## src/rtl/ddsm_pkg.sv

```systemverilog
// ---------------------------------------------------------------------------
// ddsm_pkg
// Shared constants for the first-order delta-sigma sequence generator:
//   FRAC_W_DEF  : default fractional word / accumulator width
//   LFSR_W      : dither LFSR length (x^15 + x^14 + 1)
//   LFSR_TAP_*  : feedback tap bit positions (0-based)
//   LFSR_SEED   : LFSR reset value
//   lfsr_step() : one Fibonacci shift of the dither LFSR
// ---------------------------------------------------------------------------
package ddsm_pkg;

  localparam int FRAC_W_DEF = 4;

  localparam int LFSR_W      = 15;
  // x^15 and x^14 terms map to register bits 14 and 13
  localparam int LFSR_TAP_HI = 14;
  localparam int LFSR_TAP_LO = 13;

  localparam logic [LFSR_W-1:0] LFSR_SEED = 15'h0001;

  // Shift left, feed the XOR of the two taps back into bit 0.
  function automatic logic [LFSR_W-1:0] lfsr_step(input logic [LFSR_W-1:0] s);
    return {s[LFSR_W-2:0], s[LFSR_TAP_HI] ^ s[LFSR_TAP_LO]};
  endfunction

endpackage

```

## src/rtl/ddsm_lfsr.sv

```systemverilog
// ---------------------------------------------------------------------------
// ddsm_lfsr
// 15-bit maximal-length Fibonacci LFSR providing a 1-bit dither stream for
// the delta-sigma accumulator. Advances every clock; reset loads the seed.
// Only built when the DDSM_DITHER_EN macro is defined; in the default build
// this file contributes no logic.
// Ports:
//   clk    : clock, rising edge
//   rst_n  : asynchronous active-low reset
//   dither : current dither bit (bit 0 of the LFSR)
// ---------------------------------------------------------------------------
`ifdef DDSM_DITHER_EN
module ddsm_lfsr
  import ddsm_pkg::*;
(
  input  logic clk,
  input  logic rst_n,
  output logic dither
);

  logic [LFSR_W-1:0] r_state;

  always_ff @(posedge clk or negedge rst_n) begin
    if (!rst_n) begin
      r_state <= LFSR_SEED;
    end else begin
      r_state <= lfsr_step(r_state);
    end
  end

  assign dither = r_state[0];

endmodule
`endif

```

## src/rtl/ddsm_seq_gen.sv

```systemverilog
// ---------------------------------------------------------------------------
// ddsm_seq_gen
// First-order digital delta-sigma modulator for the fractional-N divider.
// Every clock alpha_frac is added to a modulo-2^FRAC_W phase accumulator and
// the carry out is registered onto seq_out, so the density of ones equals
// alpha_frac / 2^FRAC_W.
// Configuration macro: DDSM_DITHER_EN -- widens the accumulator by one LSB
// and feeds an LFSR dither bit into it to break idle tones.
// Ports:
//   clk        : divider reference clock, rising edge
//   rst_n      : asynchronous active-low reset (clears phase and output)
//   alpha_frac : unsigned fractional word, sampled every rising edge
//   seq_out    : registered carry, one bit per clock
// ---------------------------------------------------------------------------
module ddsm_seq_gen
  import ddsm_pkg::*;
#(
  parameter int FRAC_W = FRAC_W_DEF
) (
  input  logic              clk,
  input  logic              rst_n,
  input  logic [FRAC_W-1:0] alpha_frac,
  output logic              seq_out
);

`ifdef DDSM_DITHER_EN
  // Dither occupies a new LSB below alpha_frac, so the carry still comes out
  // at the same weight as in the plain accumulator.
  localparam int ACC_W = FRAC_W + 1;

  logic             w_dither;
  logic [ACC_W-1:0] w_addend;

  ddsm_lfsr u_lfsr (
    .clk    (clk),
    .rst_n  (rst_n),
    .dither (w_dither)
  );

  assign w_addend = {alpha_frac, w_dither};
`else
  localparam int ACC_W = FRAC_W;

  logic [ACC_W-1:0] w_addend;

  assign w_addend = alpha_frac;
`endif

  logic [ACC_W-1:0] r_acc;
  logic             r_seq;
  logic [ACC_W:0]   w_sum;

  // One bit wider than the accumulator so the MSB is the carry.
  assign w_sum = {1'b0, r_acc} + {1'b0, w_addend};

  always_ff @(posedge clk or negedge rst_n) begin
    if (!rst_n) begin
      r_acc <= '0;
      r_seq <= 1'b0;
    end else begin
      r_acc <= w_sum[ACC_W-1:0];
      r_seq <= w_sum[ACC_W];
    end
  end

  assign seq_out = r_seq;

endmodule

```

## config.mk

```make
export PLATFORM = sky130hd
export DESIGN_NAME = ddsm_seq_gen
export DESIGN_NICKNAME = d
export VERILOG_FILES = /design/src/rtl/ddsm_pkg.sv /design/src/rtl/ddsm_lfsr.sv /design/src/rtl/ddsm_seq_gen.sv
export SDC_FILE = /design/constraint.sdc
export NUM_CORES = 1
export LEC_CHECK = 0
export BUFFER_PORTS_ARGS = -buffer_cell sky130_fd_sc_hd__buf_4
export CAP_MARGIN = 30
export CORE_AREA = 8 8 45 47
export DETAILED_ROUTE_END_ITERATION = 10
export DIE_AREA = 0 0 53 55
export GPL_TIMING_DRIVEN = 0
export HOLD_SLACK_MARGIN = 0.15
export PLACE_DENSITY = 0.38
export SLEW_MARGIN = 20
export SYNTH_ARGS = -nofsm -noshare
export SYNTH_HDL_FRONTEND = slang
export SYNTH_SLANG_ARGS = --single-unit
```

## constraint.sdc

```tcl
create_clock -name clk -period 3.2 [get_ports clk]
set_input_delay 0.64 -clock clk [delete_from_list [all_inputs] [get_ports clk]]
set_output_delay 0.64 -clock clk [all_outputs]
set_load 0.05 [all_outputs]
```

==> results of run 1 <==
## kinds of logic (layout without fill, tap and decap cells)
logic type | Yosys count | count (layout) | synth area share (%)
compound gates | 3 | 3 | 8.13
fa+ha+maj | 5 | 5 | 26.8
simple gates | 2 | 2 | 4.79
buf+inv | 4 | 14 | 5.74
flops | 5 | 5 | 47.8
xor+xnor | 2 | 2 | 6.70
## per-layer routing
metal | vias to the layer above | routed length (um) | global-route usage (%)
met5 | - | 0 | 0
met2 | 7 | 215 | 5.86
li1 | 86 | - | -
met4 | 0 | 0 | 2.59
met1 | 75 | 187 | 4.16
met3 | 0 | 63 | 5.35
## layout by cell type, fill, tap and decap left out
master,instances
nand2b_1,1
a21oi_2,1
buf_4,6
a21o_1,1
nor2b_1,1
ha_1,4
xnor2_1,2
inv_1,4
o21ai_0,1
clkbuf_4,3
dfrtp_1,5
fa_1,1
clkbuf_1,1
## critical path, cell delays in order
cell and delay (ns):
buf_4 0.08, ha_1 0.15, inv_1 0.06, fa_1 0.40, nor2b_1 0.12, o21ai_0 0.08, nand2b_1 0.08
## sequential cells by signal, summed over array words and instances, names as in the netlist
signal,count
r_acc,4
seq_out,1
## cell usage after synthesis
| library cell | count | share of area [%] |
|---|---|---|
| a21o_1 | 1 | 2.9 |
| o21ai_0 | 1 | 1.9 |
| nand2b_1 | 1 | 2.4 |
| a21oi_2 | 1 | 3.3 |
| dfrtp_1 | 5 | 48 |
| xnor2_1 | 2 | 6.7 |
| inv_1 | 4 | 5.7 |
| ha_1 | 4 | 19 |
| nor2b_1 | 1 | 2.4 |
| fa_1 | 1 | 7.7 |
## cell type report
cell class	count	area, sq um
fill	153	1030
sequential	5	125
multi-input combinational	12	121
timing repair buffer	6	45.0
clock buffer	4	26.3
tap	16	20.0
inverter	4	15.0
## power groups by stage
stage                     Sequential (mW)  Combinational, mW  Clock, mW
after floorplan                     0.129             0.0920          0
after global placement              0.108              0.145          0
after detailed placement            0.110              0.149          0
after CTS                           0.110              0.149     0.0771
after global routing                0.115              0.165     0.0800
final                               0.110              0.146     0.0730
## metrics by stage
step	util, %	hold slack, ns	instances	cell area, sq um
after global routing	25.5	0.186	47	353
after global placement	23.6	0.446	43	327
final	25.5	0.192	47	353
after detailed placement	23.6	0.446	43	327
after floorplan	-	0.344	21	262
after CTS	25.5	0.184	47	353
## final timing paths
path / endpoint / from / slack (ns) / cells after the start
max: seq_out / alpha_frac[0] / 1.78 / 7
max reg2reg: seq_out / r_acc[0] / 1.93 / 6
min: seq_out / rst_n / 0.19 / 1
max in group asynchronous: r_acc[2] / rst_n / 2.90 / 1
min reg2reg: r_acc[0] / r_acc[0] / 0.47 / 1
min in group clk: r_acc[0] / r_acc[0] / 0.47 / 1
==> impl_metrics.ini, run 1 <==
[status]
status = finished, final reports clean

[cts]
cts_buffer_depth = 2
cts_tree = yes
worst_skew_pair.late_latency_ns = 0.24
ctsHoldBuffers = 0
cts_buffers = 3
post_cts_buffers = 0
cts-root-buf = clkbuf_4
htreeDepth = 1
cts_sinks = 5
clk_pin_slew_ns = 0.04
cts_resized = 0

[timing]
period_minus_slack_ns = 1.42
tightestPinTransition_ns = 0.144
worst_clock_skew_ns = 0.000445
grt_setup_unrepaired = false
layout_setup_ws_ns = 1.78
maxSlewViolCount = 0
fin_tns_setup_ns = 0
setup_viol = 0
final-hold-violation-count = 0
clock.fmax_mhz = 703
period_share_pct = 44.5
slew_headroom_pct = 90.3

[drt]
num_vias = 168
wl_um = 466
drc = 0
drt_iter0_drc = 0
firstDrtPassIters = 1
drt.antenna.violating_nets = 0
wl_per_cell_um = 9.91
drt-vias-per-instance = 3.57

[global_route]
antenna_found_initial = 0
grt-ovfl-total = 0
grt_pass1_vias = 208
track_usage_pct = 4.56
grt_pass1_wl_um = 855
grt_max_degree = 6

[floorplanning]
die_width_um = 53
rows = 14
io_pins = 7
die-area_sq_um = 2920
coreArea_sq_um = 1380
die_h_um = 55
initial_core_util_pct = 18.9

[pwr]
power_uw = 329
power_frac_seq_pct = 33.4
worst_ir_drop_vdd_v = 0.000444
internal_power_uw = 212
sw_frac_of_total_pct = 35.6
leakage_nw = 0.181
combPwrFrac_pct = 44.4
power.switching_uw = 117
clockPowerShare_pct = 22.2
powerDensity_nw_per_um2 = 933

[final_layout]
diodes = 0
nNetsFinal = 43
syn_to_final_growth_pct = 34.9
drive_above_1_share_pct = 32.3

[worst_setup_path]
worstPathArrival_ns = 1.60
crit_required_ns = 3.38
crit_type = in2reg
critPathLaunchType = input port
critPathCaptureType = flip-flop
worstPathMaxFanout = 2

[synthesis]
synth-seq-area-share_pct = 47.8
avgSynthCellArea_sq_um = 12.5
synth_area_sq_um = 262
ys_ff_latch = 5
syn_inst = 21
ys_types = 10
ys_warn_count = 0
synth_nets = 32

[placed_design]
place_congestion = 0.635
post-place-ws_ns = 1.52
numPortBuffers = 6

[hold_path]
hold_class = in2async

[run]
max_cap_viol_count = 0
No activity file was read; power rests on OpenSTA's default activity.
==> inputs of run 2 (changes only) <==
--- a/config.mk
+++ b/config.mk
@@ -12,7 +12,7 @@
 export DIE_AREA = 0 0 53 55
 export GPL_TIMING_DRIVEN = 0
 export HOLD_SLACK_MARGIN = 0.15
-export PLACE_DENSITY = 0.38
+export PLACE_DENSITY = 0.39
 export SLEW_MARGIN = 20
 export SYNTH_ARGS = -nofsm -noshare
 export SYNTH_HDL_FRONTEND = slang
==> constraint.sdc (replaced) <==
create_clock -name clk -period 1.22 [get_ports clk]
set_input_delay 0.244 -clock clk [delete_from_list [all_inputs] [get_ports clk]]
set_output_delay 0.244 -clock clk [all_outputs]
set_load 0.05 [all_outputs]
==> run 2 against run 1 <==
Compared with the run above:
- register-to-register slack worse by 1.9 ns
- power rose to 2.7 times the previous value
- cell count up 4.3%
- clock power rose to 2.7 times the previous value
- count of clock-buffer cells in the layout unchanged
- setup slack worse by 1.8 ns
- design area up 6.4%
- sequential share of layout area down 2.1 points
- global-route usage up 0.33 points
- utilization up 1.6 points
- largest cell class is now multi-input gates
- highest routed layer unchanged
==> impl_metrics.ini, run 2 (synthesized netlist as in run 1, its figures left out) <==
[floorplanning]
initial_core_util_pct = 18.9
io_pins = 7
rows = 14
die_h_um = 55
die_width_um = 53
die-area_sq_um = 2920
coreArea_sq_um = 1380

[final_layout]
drive_above_1_share_pct = 42.4
nNetsFinal = 45
syn_to_final_growth_pct = 43.5
finish.instance_area_sq_um = 375
largest_reg_flops = 4
mostFrequentLayoutCells = buf_4 (7), dfrtp_1 (5), inv_1 (3), ha_1 (3), clkbuf_4 (3)
largest_register = r_acc
layout_commonest_cell = buf_4
diodes = 0

[timing]
period_minus_slack_ns = 1.21
slew_headroom_pct = 90.2
grt_setup_unrepaired = true
whs_ns = 0.238
tightestPinTransition_ns = 0.148
setup_viol = 0
clock.fmax_mhz = 824
final-hold-violation-count = 0
period_share_pct = 99.5
fin_tns_setup_ns = 0
maxSlewViolCount = 0
worst_clock_skew_ns = 0.00698

[status]
status = finished, final reports clean

[worst_setup_path]
critPathCaptureType = flip-flop
reg2reg_to = r_acc[1]
worstPathMaxFanout = 2
critPathLaunchType = flip-flop
regToRegStartpoint = r_acc[0]
crit_buf_inv = 2
ff2ff_path_depth = 4
rrSetupSlack_ns = 0.006
crit_slowest_cell = fa_2
crit_type = reg2reg
crit_required_ns = 1.36
cp-startpoint = r_acc[0]
crit_family = adder cells
crit_end = r_acc[1]
worstPathArrival_ns = 1.35
crit_chain = ha_2 > inv_2 > fa_2 > inv_1
critical_path.max_stage_delay_ns = 0.51
cp_num_cells = 4

[drt]
drt_iter0_drc = 0
num_vias = 178
wl_um = 483
drt-vias-per-instance = 3.63
drc = 0
firstDrtPassIters = 1
wl_per_cell_um = 9.86
drt.antenna.violating_nets = 0

[cts]
cts_buffers = 3
cts-root-buf = clkbuf_4
worst_skew_pair.late_latency_ns = 0.24
cts_sinks = 5
cts_buffer_depth = 2
clk_pin_slew_ns = 0.05
cts_tree = yes
htreeDepth = 1

[placed_design]
postPlaceCellArea_sq_um = 327
place_congestion = 0.651
place_hpwl_um = 367
numPortBuffers = 6

[global_route]
grt_max_degree = 6
antenna_found_initial = 0
track_usage_pct = 4.89
grt_pass1_wl_um = 883
grt-ovfl-total = 0
grt_pass1_vias = 195

[hold_path]
hold_class = in2reg

[pwr]
powerDensity_nw_per_um2 = 2400
leakage_nw = 0.188
worst_ir_drop_vdd_v = 0.000851

[run]
max_cap_viol_count = 0
run 2: area by class of cell:
| cell class | count | area [sq um] |
|---|---|---|
| tap | 16 | 20.0 |
| clock buffer | 4 | 26.3 |
| inverter | 4 | 15.0 |
| sequential | 5 | 125 |
| fill | 150 | 1010 |
| timing repair buffer | 8 | 62.6 |
| multi-input combinational | 12 | 126 |
run 2: repair_timing:
action	4_1_cts	5_1_grt
setup buffers	0	1
endpoints found under the hold margin	5	0
pin swaps	0	2
hold buffers	1	0
gates resized for setup	2	2
setup endpoints to repair	1	3
run 2: metrics by stage:
step | worst slack, ns | total power [mW] | utilization (%) | cells
after floorplan | 0.0409 | 0.581 | - | 21
after global placement | -0.0673 | 0.660 | 23.6 | 43
after detailed placement | -0.0778 | 0.676 | 23.6 | 43
after CTS | 0.00279 | 0.890 | 26.4 | 48
after global routing | -0.0808 | 0.988 | 27.1 | 49
final | 0.00568 | 0.900 | 27.1 | 49
run 2: worst min-delay path by stage:
stage	slack, ns	cells past startpoint	start	to
after floorplan	-0.05	0	rst_n	r_acc[0]
after global placement	0.05	1	rst_n	seq_out
after detailed placement	0.05	1	rst_n	seq_out
after CTS	0.22	2	alpha_frac[0]	r_acc[0]
after global routing	0.22	2	alpha_frac[0]	r_acc[0]
final	0.24	2	alpha_frac[0]	r_acc[0]
run 2: metal layers:
| layer | GRT usage (%) | part of all wire [%] | routed length, um |
|---|---|---|---|
| met4 | 3.88 | 0 | 0 |
| met2 | 4.88 | 45 | 215 |
| met1 | 4.78 | 39 | 188 |
| met3 | 6.42 | 16 | 79 |
| met5 | 0 | 0 | 0 |
run 2: report_power, final:
group          internal, mW  leakage [nW]  switching, mW
Clock                 0.124        0.0150         0.0703
Combinational         0.200         0.114          0.220
Sequential            0.256        0.0588         0.0296
Total                 0.580         0.188          0.320
